### src/rtl/integer_emitter_if.sv
// Character-stream handshake bundle between the attribute writer and integer_emitter.
`ifndef CHAR_BITES
`define CHAR_BITES 8
`endif
`ifndef ATTRIBUTE_VAL_BITES
`define ATTRIBUTE_VAL_BITES 10
`endif

interface integer_emitter_if #(
  parameter int WIDTH = `ATTRIBUTE_VAL_BITES
);
  logic                   start;
  logic [WIDTH-1:0]       value;
  logic [`CHAR_BITES-1:0] term;
  logic [`CHAR_BITES-1:0] char;
  logic                   char_valid;
  logic                   char_ready;
  logic                   busy;
  logic                   has_finished;

  modport slave (
    input  start, value, term, char_ready,
    output char, char_valid, busy, has_finished
  );

  modport master (
    output start, value, term, char_ready,
    input  char, char_valid, busy, has_finished
  );
endinterface

### src/rtl/integer_emitter.sv
// Binary -> ASCII decimal emitter: sequential double-dabble, then one char per handshake.
// Build option: INTEGER_EMITTER_ZERO_PAD_EN emits all MAX_DIGITS digits (no zero suppression).
`ifndef CHAR_BITES
`define CHAR_BITES 8
`endif
`ifndef ATTRIBUTE_VAL_BITES
`define ATTRIBUTE_VAL_BITES 10
`endif

module integer_emitter #(
  parameter int WIDTH      = `ATTRIBUTE_VAL_BITES,
  parameter int MAX_DIGITS = 4
) (
  input  logic            clock,
  input  logic            reset,
  integer_emitter_if.slave bus
);

  localparam int BW = 4 * MAX_DIGITS;
  localparam int CW = (WIDTH > 1) ? $clog2(WIDTH) : 1;
  localparam int IW = (MAX_DIGITS > 1) ? $clog2(MAX_DIGITS) : 1;

  typedef enum logic [2:0] {
    S_IDLE,
    S_CONVERT,
    S_EMIT,
    S_TERM,
    S_DONE
  } state_t;

  state_t                 state_q;
  logic [WIDTH-1:0]       bin_q;
  logic [WIDTH-1:0]       bin_d;
  logic [BW-1:0]          bcd_q;
  logic [BW-1:0]          bcd_adj;
  logic [BW-1:0]          bcd_d;
  logic [CW-1:0]          cnt_q;
  logic [IW-1:0]          idx_q;
  logic [IW-1:0]          idx_m1;
  logic [IW-1:0]          first_idx_d;
  logic [`CHAR_BITES-1:0] term_q;
  logic [`CHAR_BITES-1:0] char_q;
  logic [`CHAR_BITES-1:0] cur_char;
  logic [`CHAR_BITES-1:0] next_char;
  logic                   valid_q;
  logic                   busy_q;
  logic                   fin_q;

  always_comb begin
    bcd_adj = bcd_q;
    for (int unsigned i = 0; i < MAX_DIGITS; i++) begin
      if (bcd_q[4*i +: 4] >= 4'd5) bcd_adj[4*i +: 4] = bcd_q[4*i +: 4] + 4'd3;
    end
    bcd_d = {bcd_adj[BW-2:0], bin_q[WIDTH-1]};
    bin_d = {bin_q[WIDTH-2:0], 1'b0};

    // Looks at the post-shift BCD so the index is ready on the final convert edge.
    first_idx_d = '0;
`ifdef INTEGER_EMITTER_ZERO_PAD_EN
    first_idx_d = IW'(MAX_DIGITS - 1);
`else
    for (int unsigned i = 0; i < MAX_DIGITS; i++) begin
      if (bcd_d[4*i +: 4] != 4'd0) first_idx_d = IW'(i);
    end
`endif

    idx_m1    = IW'(idx_q - 1'b1);
    cur_char  = `CHAR_BITES'(8'h30) + `CHAR_BITES'(bcd_q[{idx_q, 2'b00} +: 4]);
    next_char = `CHAR_BITES'(8'h30) + `CHAR_BITES'(bcd_q[{idx_m1, 2'b00} +: 4]);
  end

  always_ff @(posedge clock or negedge reset) begin
    if (!reset) begin
      state_q <= S_IDLE;
      bin_q   <= '0;
      bcd_q   <= '0;
      cnt_q   <= '0;
      idx_q   <= '0;
      term_q  <= '0;
      char_q  <= '0;
      valid_q <= 1'b0;
      busy_q  <= 1'b0;
      fin_q   <= 1'b0;
    end else begin
      case (state_q)
        S_IDLE, S_DONE: begin
          if (bus.start) begin
            bin_q   <= bus.value;
            term_q  <= bus.term;
            bcd_q   <= '0;
            cnt_q   <= CW'(WIDTH - 1);
            fin_q   <= 1'b0;
            busy_q  <= 1'b1;
            state_q <= S_CONVERT;
          end
        end
        S_CONVERT: begin
          bcd_q <= bcd_d;
          bin_q <= bin_d;
          cnt_q <= cnt_q - 1'b1;
          if (cnt_q == '0) begin
            idx_q   <= first_idx_d;
            state_q <= S_EMIT;
          end
        end
        S_EMIT: begin
          // First EMIT cycle only loads the leading digit; afterwards each accept advances.
          if (!valid_q) begin
            char_q  <= cur_char;
            valid_q <= 1'b1;
          end else if (bus.char_ready) begin
            if (idx_q == '0) begin
              if (term_q != '0) begin
                char_q  <= term_q;
                state_q <= S_TERM;
              end else begin
                valid_q <= 1'b0;
                busy_q  <= 1'b0;
                fin_q   <= 1'b1;
                state_q <= S_DONE;
              end
            end else begin
              idx_q  <= idx_m1;
              char_q <= next_char;
            end
          end
        end
        S_TERM: begin
          if (bus.char_ready) begin
            valid_q <= 1'b0;
            busy_q  <= 1'b0;
            fin_q   <= 1'b1;
            state_q <= S_DONE;
          end
        end
        default: state_q <= S_IDLE;
      endcase
    end
  end

  assign bus.char         = char_q;
  assign bus.char_valid   = valid_q;
  assign bus.busy         = busy_q;
  assign bus.has_finished = fin_q;

endmodule

### src/flat_wrapper.sv
// flat-port wrapper written by rule: the top's interface ports become plain ports
module integer_emitter_flat 
#(
  parameter int WIDTH      = `ATTRIBUTE_VAL_BITES,
  parameter int MAX_DIGITS = 4
)
  (clock, reset, bus_start, bus_value, bus_term, bus_char_ready, bus_char, bus_char_valid, bus_busy, bus_has_finished);
  integer_emitter_if #(.WIDTH(WIDTH)) bus_i ();
  input  logic clock;
  input  logic reset;
  input wire logic [$bits(bus_i.start)-1:0] bus_start;
  input wire logic [$bits(bus_i.value)-1:0] bus_value;
  input wire logic [$bits(bus_i.term)-1:0] bus_term;
  input wire logic [$bits(bus_i.char_ready)-1:0] bus_char_ready;
  output wire logic [$bits(bus_i.char)-1:0] bus_char;
  output wire logic [$bits(bus_i.char_valid)-1:0] bus_char_valid;
  output wire logic [$bits(bus_i.busy)-1:0] bus_busy;
  output wire logic [$bits(bus_i.has_finished)-1:0] bus_has_finished;
  assign bus_i.start = bus_start;
  assign bus_i.value = bus_value;
  assign bus_i.term = bus_term;
  assign bus_i.char_ready = bus_char_ready;
  assign bus_char = bus_i.char;
  assign bus_char_valid = bus_i.char_valid;
  assign bus_busy = bus_i.busy;
  assign bus_has_finished = bus_i.has_finished;
  integer_emitter #(.WIDTH(WIDTH), .MAX_DIGITS(MAX_DIGITS)) u_core (.clock(clock), .reset(reset), .bus(bus_i));
endmodule
### config.mk
export PLATFORM = sky130hd
export DESIGN_NAME = integer_emitter_flat
export DESIGN_NICKNAME = d
export VERILOG_FILES = /design/src/rtl/integer_emitter_if.sv /design/src/rtl/integer_emitter.sv /design/src/flat_wrapper.sv
export SDC_FILE = /design/constraint.sdc
export NUM_CORES = 1
export LEC_CHECK = 0
export CORE_MARGIN = 2
export CORE_UTILIZATION = 50
export CTS_CLUSTER_SIZE = 24
export DETAILED_ROUTE_END_ITERATION = 8
export PLACE_DENSITY = 0.74
export SLEW_MARGIN = 0
export SYNTH_ARGS = -nofsm -noshare
export SYNTH_HDL_FRONTEND = slang
export SYNTH_SLANG_ARGS = --single-unit
### constraint.sdc
create_clock -name clock -period 1.85 [get_ports clock]
set_clock_uncertainty 0.1 [all_clocks]
set_input_delay 0.37 -clock clock [delete_from_list [all_inputs] [get_ports clock]]
set_output_delay 0.37 -clock clock [all_outputs]
set_load 0.03 [all_outputs]
==> results by group <==
Global routing
  • Vias in the first global route: 2670
  • Gr ovfl total: 0
  • First-pass GRT wire length: 12.1 mm
  • Largest net degree at the start of global routing: 55
  • Initial antenna violation count: 0
  • Tot GR Track Use: 23.5%

Setup path
  • Reg2reg setup slack: -140 ps
  • Nature of the critical path endpoint: flop
  • Worst setup SP type: flop
  • WP buf/inv: 0
  • WP data required: 1980 ps
  • Arrival time at the worst endpoint: 2110 ps
  • CP max-delay cell: dfrtp_1
  • Family with the most delay on the worst path: compound AO/OA/AOI/OAI gates
  • Slowest stage delay, CP: 430 ps
  • CP Class: reg -> reg
  • CP cell instances: ha_2 -> nand2b_4 -> nor3b_4 -> a2111o_1 -> a311o_1 -> a221oi_2
  • CP Max Fanout: 4

Layout
  • Layout area overhead: 32.6%
  • Layout Nets: 440
  • Layout cells sized above 1: 24.3%
  • Post-route design area: 4050 um^2
  • Antenna Cells: 0

STA
  • RSZ-0062 raised after global routing: true
  • Max Freq: 503 MHz
  • Worst-margin pin slew: 387 ps
  • Hold Vio Cnt, Final: 0
  • Final Critical Period: 1990 ps
  • Relative slew slack: 74.2%
  • Setup violations, final: 4
  • Final worst slack: -139 ps
  • Ratio of final minimum period to clock period: 108%
  • Slew Viols, Final: 0

Run status
  • Status: finished, violations left
  • Violated checks: negative setup slack

Worst hold path
  • Hold WC Path Type: reg -> reg

Yosys
  • Ys Warns: 0
  • Synth Net Count: 371
  • Syn_area_per_cell: 9.03 um^2
  • Register area share after synthesis: 44.3%
  • Flops & latches, synth: 54
  • Synth unique cells: 42
  • Post-synthesis cell count: 338
  • Mapped Area: 3050 um^2

Floorplan
  • Die area: 6750 um^2
  • Initial core utilization: 51.6%
  • Ports: 33
  • Chip width: 82.1 um
  • DIE HEIGHT: 82.1 um
  • Core Region: 5920 um^2
  • Row Count: 28

Clocking
  • Clk sinks: 54
  • Clock latency on the worst-skew pair: 320 ps
  • TritonCTS clock tree: yes
  • Clk root buf: clkbuf_8
  • Clk buf depth: 2
  • Max H-tree Level: 2
  • Clk slew on worst S/H paths: 100 ps
  • TritonCTS buffer count: 5

Pwr
  • Pwr/cell area: 1710 nW/um^2
  • Leakage: 0.00189 uW
  • VDD IR max: 0.000901 V

Route
  • Via Count: 2761
  • Post-detailed-route count of antenna-violating nets: 0
  • Vias per cell: 5.72
  • DRC: 0
  • DRT Pass-1 Iters: 5
  • Drt initial violations: 206
  • Routed len/inst: 15.2 um
  • Detailed Route WL: 7.33 mm

Placement
  • Placed Area: 3780 um^2
  • IO buf count: 32
  • DP HPWL: 5.22 mm
  • Dpl ws: -132 ps
  • Placer congestion estimate: 0.923

Flow run
  • Max-cap violations: 0
power breakdown:
| part | total [uW] | switching, uW | internal, uW |
|---|---|---|---|
| Combinational | 4160 | 2250 | 1910 |
| Sequential | 2080 | 397 | 1680 |
| Clock | 680 | 413 | 267 |
cell type report:
class / instances / area [um^2]
clock buffer: 5 / 68.8
fill: 479 / 1870
multi-input combinational: 254 / 1750
clock inverter: 3 / 21.3
sequential: 54 / 1350
inverter: 14 / 52.6
timing repair buffer: 78 / 708
tap: 75 / 93.8
cells by family after synthesis:
| group | count (synthesis) | share of synthesized area (%) |
|---|---|---|
| xor gates and xnor gates | 4 | 1.15 |
| muxes | 12 | 7.21 |
| buffers and inverters | 31 | 4.26 |
| DFF | 54 | 44.3 |
| and+or+nand+nor | 146 | 21.3 |
| adders and majority gates | 11 | 4.51 |
| AOI/OAI and AO/OA | 80 | 17.3 |
synth_stat cells, drive strengths merged:
cell type	instances	share of area [%]
nand2	89	11
dfrtp	54	44
o21ai	33	6.0
nor2	19	2.4
a21oi	15	2.6
inv	14	1.7
clkbuf	11	1.4
ha	11	4.5
a22oi	9	2.2
nor3	9	1.5
mux4	8	5.9
a22o	7	2.0
nand2b	7	1.4
nor3b	7	1.9
buf	6	1.2
o31ai	6	1.6
and2	5	1.0
nand3	5	0.82
mux2i	4	1.3
xnor2	4	1.1
or4	2	0.61
a2111o	1	0.37
a211o	1	0.33
a211oi	1	0.25
a21boi	1	0.25
a221oi	1	0.29
a311o	1	0.33
a31oi	1	0.21
nand4b	1	0.29
nor2b	1	0.21
nor4	1	0.21
o21a	1	0.25
o221ai	1	0.29
o41ai	1	0.29
worst min-delay path, cell delays in order, from the launching register on:
cell and delay, ps:
dfrtp_1 350, nand2_1 60, o21ai_2 50
path summary, 6_finish.rpt:
kind                                       to               start  cells past startpoint
setup / recovery              u_core.idx_q[0]     u_core.bcd_q[4]                      6
hold / removal             u_core.bus.char[6]  u_core.bus.char[6]                      2
setup reg to reg              u_core.idx_q[0]     u_core.bcd_q[4]                      6
hold reg to reg            u_core.bus.char[6]  u_core.bus.char[6]                      2
max in group asynchronous  u_core.bus.char[6]               reset                      3
min in group asynchronous     u_core.bcd_q[1]               reset                      3
flip-flops by register name, indices dropped and copies added, names as in the netlist:
name	count
u_core.cnt_q	4
u_core.term_q	8
u_core.idx_q	2
u_core.bin_q	10
u_core.bus.char	8
u_core.bus.char_valid	1
u_core.bcd_q	16
u_core.bus.has_finished	1
u_core.bus.busy	1
u_core.state_q	3
cell usage in the layout (no fill, tap or decap), types with 2 or more instances in the layout:
master            n
nand2_1          86
dfrtp_1          54
buf_4            43
clkdlybuf4s50_1  23
o21ai_1          20
nor2_1           17
inv_1            11
a21oi_1          11
nor3_1            9
a22oi_1           9
mux4_2            8
dlymetal6s2s_1    8
a22o_1            7
o21ai_0           7
ha_1              7
nand2b_1          6
o21ai_2           6
and2_1            5
nand3_1           5
nor3b_1           5
clkbuf_8          5
a21oi_2           4
xnor2_1           4
inv_2             3
o31ai_1           3
mux2i_1           3
ha_4              3
or4_4             2
o31ai_4           2
a211o_4           2
nand2_2           2
buf_12            2
layer usage:
| metal | part of all wire, % | track usage [%] | vias up |
|---|---|---|---|
| met4 | 2.0 | 7.33 | 0 |
| met2 | 49 | 40.2 | 85 |
| met5 | 0 | 0 | - |
| met1 | 43 | 30.3 | 1339 |
| li1 | - | - | 1320 |
| met3 | 6.1 | 4.13 | 17 |
per-stage QoR:
step                      setup TNS [ps]  std cells  util [%]  power, uW  hold slack (ps)
after CTS                           -223        481      66.3       6730              389
after global routing                -714        483      68.4       7470              410
after global placement              -111        471      63.9       5830              293
after floorplan                    -66.8        338         -       4620            -25.6
final                               -215        483      68.4       6920              387
after detailed placement            -563        471      63.9       5990              290
what timing repair did:
action                     4_1_cts  5_1_grt
hold endpoints to repair        54        0
cloned                           1        0
pin swaps                        1        6
buffers inserted                 0        2
hold buffers                     1        0
setup endpoints to repair       10       17
resized for setup                4       27
Note: power is estimated with default switching activity, not from simulation.
